`config.mk`:
```
export PLATFORM = sky130hd
export DESIGN_NAME = rf_write_arbiter
export DESIGN_NICKNAME = d
export VERILOG_FILES = /design/src/rtl/rf_write_arbiter.sv
export SDC_FILE = /design/constraint.sdc
export NUM_CORES = 1
export LEC_CHECK = 0
export BUFFER_PORTS_ARGS = -buffer_cell sky130_fd_sc_hd__buf_2
export CELL_PAD_IN_SITES_DETAIL_PLACEMENT = 1
export CELL_PAD_IN_SITES_GLOBAL_PLACEMENT = 1
export CORE_MARGIN = 1
export CORE_UTILIZATION = 36
export CTS_CLUSTER_SIZE = 12
export DETAILED_ROUTE_END_ITERATION = 6
export PLACE_DENSITY_LB_ADDON = 0.08
export SLEW_MARGIN = 20
export SYNTH_ARGS = -nofsm -noshare
export SYNTH_HDL_FRONTEND = slang
export SYNTH_SLANG_ARGS = --single-unit
```
`constraint.sdc`:
```
create_clock -name clk -period 2.95 [get_ports clk]
set_clock_uncertainty 0.05 [all_clocks]
set_input_delay 0.295 -clock clk [delete_from_list [all_inputs] [get_ports clk]]
set_output_delay 0.295 -clock clk [all_outputs]
set_load 0.01 [all_outputs]
```
`src/rtl/rf_write_arbiter.sv`:
```
// Shares the register-file write port between writeback (port 0) and debug (port 1) round-robin, plus a zero-fill sweep.
// Latency: grant to rf_we is 1 cycle; ready is combinational, and both readies drop for the whole sweep.
module rf_write_arbiter #(
    parameter int AW      = 5,
    parameter int DW      = 32,
    parameter int ZERO_X0 = 1,
    parameter int CNTW    = 16
) (
    input  logic            clk,
    input  logic            rst,
    input  logic            v0,
    input  logic [AW-1:0]   a0,
    input  logic [DW-1:0]   d0,
    output logic            r0,
    input  logic            v1,
    input  logic [AW-1:0]   a1,
    input  logic [DW-1:0]   d1,
    output logic            r1,
    input  logic            clr_start,
    output logic            busy,
    output logic            clr_done,
    output logic            rf_we,
    output logic [AW-1:0]   rf_wa,
    output logic [DW-1:0]   rf_wd,
    output logic [CNTW-1:0] stall_cnt
);

    typedef enum logic {ARB, CLEAR} state_t;

    state_t        state;
    logic          last;
    logic [AW-1:0] clr_addr;
    logic          stall;

    // last==1 means port 1 was served most recently, so port 0 wins a tie
    always_comb begin
        r0    = (state == ARB) && v0 && (!v1 || last);
        r1    = (state == ARB) && v1 && (!v0 || !last);
        stall = (v0 && !r0) || (v1 && !r1);
    end

    assign busy = (state == CLEAR);

    always_ff @(posedge clk) begin
        if (rst) begin
            state     <= ARB;
            last      <= 1'b1;
            clr_addr  <= '0;
            rf_we     <= 1'b0;
            rf_wa     <= '0;
            rf_wd     <= '0;
            clr_done  <= 1'b0;
            stall_cnt <= '0;
        end else begin
            clr_done <= 1'b0;
            if (stall && (stall_cnt != {CNTW{1'b1}}))
                stall_cnt <= stall_cnt + 1'b1;

            case (state)
                ARB: begin
                    rf_we <= 1'b0;
                    if (r0) begin
                        last  <= 1'b0;
                        rf_wa <= a0;
                        rf_wd <= d0;
                        rf_we <= !((ZERO_X0 != 0) && (a0 == '0));
                    end else if (r1) begin
                        last  <= 1'b1;
                        rf_wa <= a1;
                        rf_wd <= d1;
                        rf_we <= !((ZERO_X0 != 0) && (a1 == '0));
                    end
                    if (clr_start) begin
                        state    <= CLEAR;
                        clr_addr <= '0;
                    end
                end
                CLEAR: begin
                    // the sweep writes address 0 too, regardless of the x0 filter
                    rf_we    <= 1'b1;
                    rf_wa    <= clr_addr;
                    rf_wd    <= '0;
                    clr_addr <= clr_addr + 1'b1;
                    if (clr_addr == {AW{1'b1}}) begin
                        state    <= ARB;
                        clr_done <= 1'b1;
                    end
                end
                default: state <= ARB;
            endcase
        end
    end

endmodule

```
# Word-level counts from Yosys, hierarchy flattened
# Index checks and enable logic that the tools add are counted.
# word_totals
reg_bits,62
word_cells,54
out_inout_bits,58
inputBits,79
# op_classes
n_addsub,2
n_bitwise,1
n_mux,17
eq_ne,4
n_reduce_logical,22
# op_table
op,n
$mux 32,2
$pmux 32 s2,1
$pmux 5 s2,2
$add 16x1->16 const B,1
$ne 16x16->1 const B,1
$mux 5,3
$logic_not 5->1,2
$logic_and 1x1->1,7
$logic_not 1->1,7
$mux 1,7
$add 5x1->5 const B,1
$eq 5x5->1 const B,1
$pmux 1 s2,2
$logic_or 1x1->1,3
$ne 3x3->1 const B,1
$ne 2x2->1 const B,1
$reduce_and 2->1,1
$reduce_bool 2->1,1
$reduce_or 2->1,1
$not 1->1,1

# Depth between registers and ports, before layout
# logic_depth
word_depth,7
depth_mapped,7
depth_no_buf,5

# Least setup slack after synthesis
# No wires, ideal clock.
# synth_path
kind,register -> register
startpoint,reg stall_cnt[0]
endpoint,reg stall_cnt[15]
n_path_buf,1
arrival_time_ns,1.499
path_stages_with_launch,7
slack_ns,1.315
period_less_slack_ns,1.635
cell_sequence,dfxtp_1 > ha_1 > nand3_1 > nor4_4 > buf_4 > nor2_1 > a211oi_1
# synth_via
elab_chain_len,2
word_cells_on_any_way,3
classes_between,add/sub (1); eq/ne (1); reduce/logical (1)
# synth_rtl
element,line_no,rtl
start: declaration,25,output logic [CNTW-1:0] stall_cnt
start signal: assignment,57,stall_cnt <= stall_cnt + 1'b1;
"parallel branches: the longest is 2 deep, another holds $add 16x1->16",n/a,
# Parallel ways; which one is timed is not known.
# A chain may end at the register's enable or synchronous reset.

# Final worst setup path
# layout_path
startpoint,reg state (netlist: busy)
endpoint,out r0
# layout_via
elab_chain_len,3
# layout_rtl
element,line_no,rtl
start: declaration,30,state_t state;
start signal: assignment,46,state <= ARB;
start signal: assignment,74,state <= CLEAR;
start signal: assignment,85,state <= ARB;
$not 1->1,n/a,
$logic_and 1x1->1 (2 in a row),37,r0 = (state == ARB) && v0 && (!v1 || last);
end: declaration,14,"output logic r0,"
# Every way passes these cells.

==> results.ini <==
[logic_synthesis]
netlist_top_cells_area = dfxtp_1 (41%), mux2i_1 (11%), a21oi_1 (9.3%)
ys.flop_type = dfxtp_1
synth_top_cell_by_area = dfxtp_1
syn_nets = 412
ys_seq_area_frac = 0.412
synth_edf_count = 0
synth.avg_cell_area_um2 = 9.13
synth_top_area_frac = 0.412
syn_area_um2 = 3010
ys_types = 40
synth_warnings = 0
syn_inst = 330
synth_most_common_cell = dfxtp_1
synth-seq-cells = 62
synth_common_cells = dfxtp_1 (62), a21oi_1 (56), a211oi_1 (35), mux2i_1 (32), clkbuf_1 (17)
ys_async_sr_fraction = 0

[global_routing]
first_global_vias = 2963
gr-usage-all-layers = 0.205
antenna_found_initial = 0
grt-ovfl-total = 0
grt_max_degree = 70
grt_pass1_wl_um = 14000

[die]
die_area_um2 = 8740
start_util = 0.369
ios = 137
core_um2 = 8180
fp.dieW_um = 93.5
chipHeight_um = 93.5
row_count = 33

[placement]
gp_congestion = 0.745
port_buffers = 136
place.detailed.hpwl_um = 6320

[sta]
post-route-period-util = 0.805
finalMaxSlewViolations = 0
timing.max_slew.rel_slack = 0.470
fin_crit_ns = 2.37
worstMarginPinSlew_ns = 0.790
tns_ns = 0
fmax_mhz = 421
hold_viol_final = 0
rsz0062_at_grt = no
setup-violations-final = 0
holdWs_ns = 0.245

[setup_path]
critPathRequiredTime_ns = 2.61
cp_cell_sequence = and2b_1 > and2_2 > buf_4 > buf_2
cpLargestDelayFamily = simple AND/OR/NAND/NOR gates
worst_setup_path_start_kind = flip-flop
cp.arrival_ns = 2.03
worst_path_largest_cell_delay_ns = 0.52
cp_slowest_cell = and2_2
worstSetupPathType = flip-flop to primary output
crit_fanout = 18
worst-path-buf-inv = 2
cp-end-kind = primary output

[power_and_ir_drop]
ir_drop_mv = 0.240
powerDensity_nw_per_um2 = 541
leakagePower_uw = 0.00174

[detailed_routing]
wl_per_cell_um = 15.4
drc = 0
drt_iter0_drc = 55
via_per_inst = 5.34
ant_nets = 0
first_pass_iters = 4
wl_um = 8700
vias = 3019

[layout]
antenna_cells = 0
syn_to_final_growth_pct = 31.4
nets = 537
drive_above_1_share = 0.354

[hold_path]
worst_hold_path_type = input port to flip-flop

[status]
outcome = finished, final reports clean

[clock_network]
cts.clk_slew.worst_paths_ns = 0.07
cts_tree = done
ctsHoldBuffers = 0
cts_setup_buffers = 0
insertion_delay_ns = 0.33
cts.sinks = 62
post_cts_resized = 0
clock_path_buffers = 2
h-tree-depth = 3
numCtsBuffers = 9
clock_tree.root_cell = clkbuf_8

[run]
drv_cap = 0

==> state kept, by name, summed over array words and instances, names as in the netlist <==
name       count
rf_wd         32
stall_cnt     16
clr_addr       5
rf_wa          5
busy           1
clr_done       1
last           1
rf_we          1
==> path summary, 6_finish.rpt <==
| check | start | end | slack (ns) | depth (start not counted) |
|---|---|---|---|---|
| hold / removal | clr_start | clr_addr[1] | 0.25 | 4 |
| hold reg to reg | rf_wa[0] | rf_wa[0] | 0.43 | 2 |
| setup reg to reg | busy | rf_wd[14] | 0.85 | 5 |
| setup / recovery | busy | r0 | 0.58 | 4 |
==> placed cells by master (no fill, tap or decap), types with 2 or more instances in the layout <==
| cell type | synthesis | routed |
|---|---|---|
| a21boi_0 | 4 | 4 |
| mux2i_1 | 32 | 32 |
| o31ai_1 | 11 | 11 |
| clkbuf_8 | 0 | 12 |
| and3_1 | 6 | 6 |
| o21ai_0 | 12 | 12 |
| a211oi_1 | 35 | 35 |
| buf_2 | 3 | 136 |
| inv_1 | 5 | 5 |
| nand3b_1 | 2 | 2 |
| or3_1 | 3 | 3 |
| nor2_1 | 11 | 11 |
| bufinv_16 | 0 | 2 |
| nor3b_1 | 3 | 3 |
| buf_4 | 2 | 6 |
| a22oi_1 | 4 | 4 |
| ha_1 | 3 | 3 |
| a31oi_1 | 2 | 2 |
| nand4_1 | 4 | 4 |
| a21oi_1 | 56 | 56 |
| nand4_2 | 2 | 2 |
| nand3_1 | 5 | 5 |
| and4_1 | 2 | 2 |
| dfxtp_1 | 62 | 62 |
| nor3_1 | 3 | 3 |
| nand2_1 | 9 | 9 |
| or4_1 | 13 | 13 |
==> per-stage QoR <==
stage	setup WS (ns)	total power [µW]	area, µm²	cells	util
final	0.576	2140	3960	565	0.484
after global placement	0.943	1280	3720	549	0.456
after CTS	0.558	2170	3960	565	0.484
after detailed placement	0.849	1290	3720	549	0.456
after global routing	0.443	2250	3960	565	0.484
after floorplan	1.32	1140	3010	330	-
==> report_power, final <==
| group | switching, µW | internal (µW) | total, µW | leakage (µW) |
|---|---|---|---|---|
| clock network | 329 | 545 | 874 | 0.000120 |
| logic | 193 | 153 | 346 | 0.00111 |
| registers | 31.0 | 891 | 922 | 0.000510 |
| total | 553 | 1590 | 2140 | 0.00174 |
==> layout make-up <==
cell class | count | area (µm²)
Fill cell | 999 | 4220
Multi-Input combinational cell | 234 | 1600
Sequential cell | 62 | 1240
Timing Repair Buffer | 142 | 726
Clock buffer | 13 | 169
Tap cell | 105 | 131
Clock inverter | 3 | 65.1
Inverter | 6 | 22.5
==> cells by family after synthesis <==
family / synth area share
buffers and inverters: 0.0561
flip-flops: 0.412
AO/OA/AOI/OAI: 0.270
AND/OR/NAND/NOR: 0.140
multiplexers: 0.106
adder cells (fa/ha/maj): 0.0158
==> worst min-delay path, cell delays in order <==
cell and delay [ns]:
buf_2 0.10, nor3b_1 0.04, a21oi_1 0.10, nor2_1 0.04
==> layer usage <==
metal  wire [µm]  up-vias  GRT usage
li1            -     1516          -
met1        3910     1417      0.252
met2        4250       77      0.351
met3         433        9     0.0488
met4         104        0     0.0692
met5           0        -          0
Note: power is estimated with default switching activity, not from simulation.
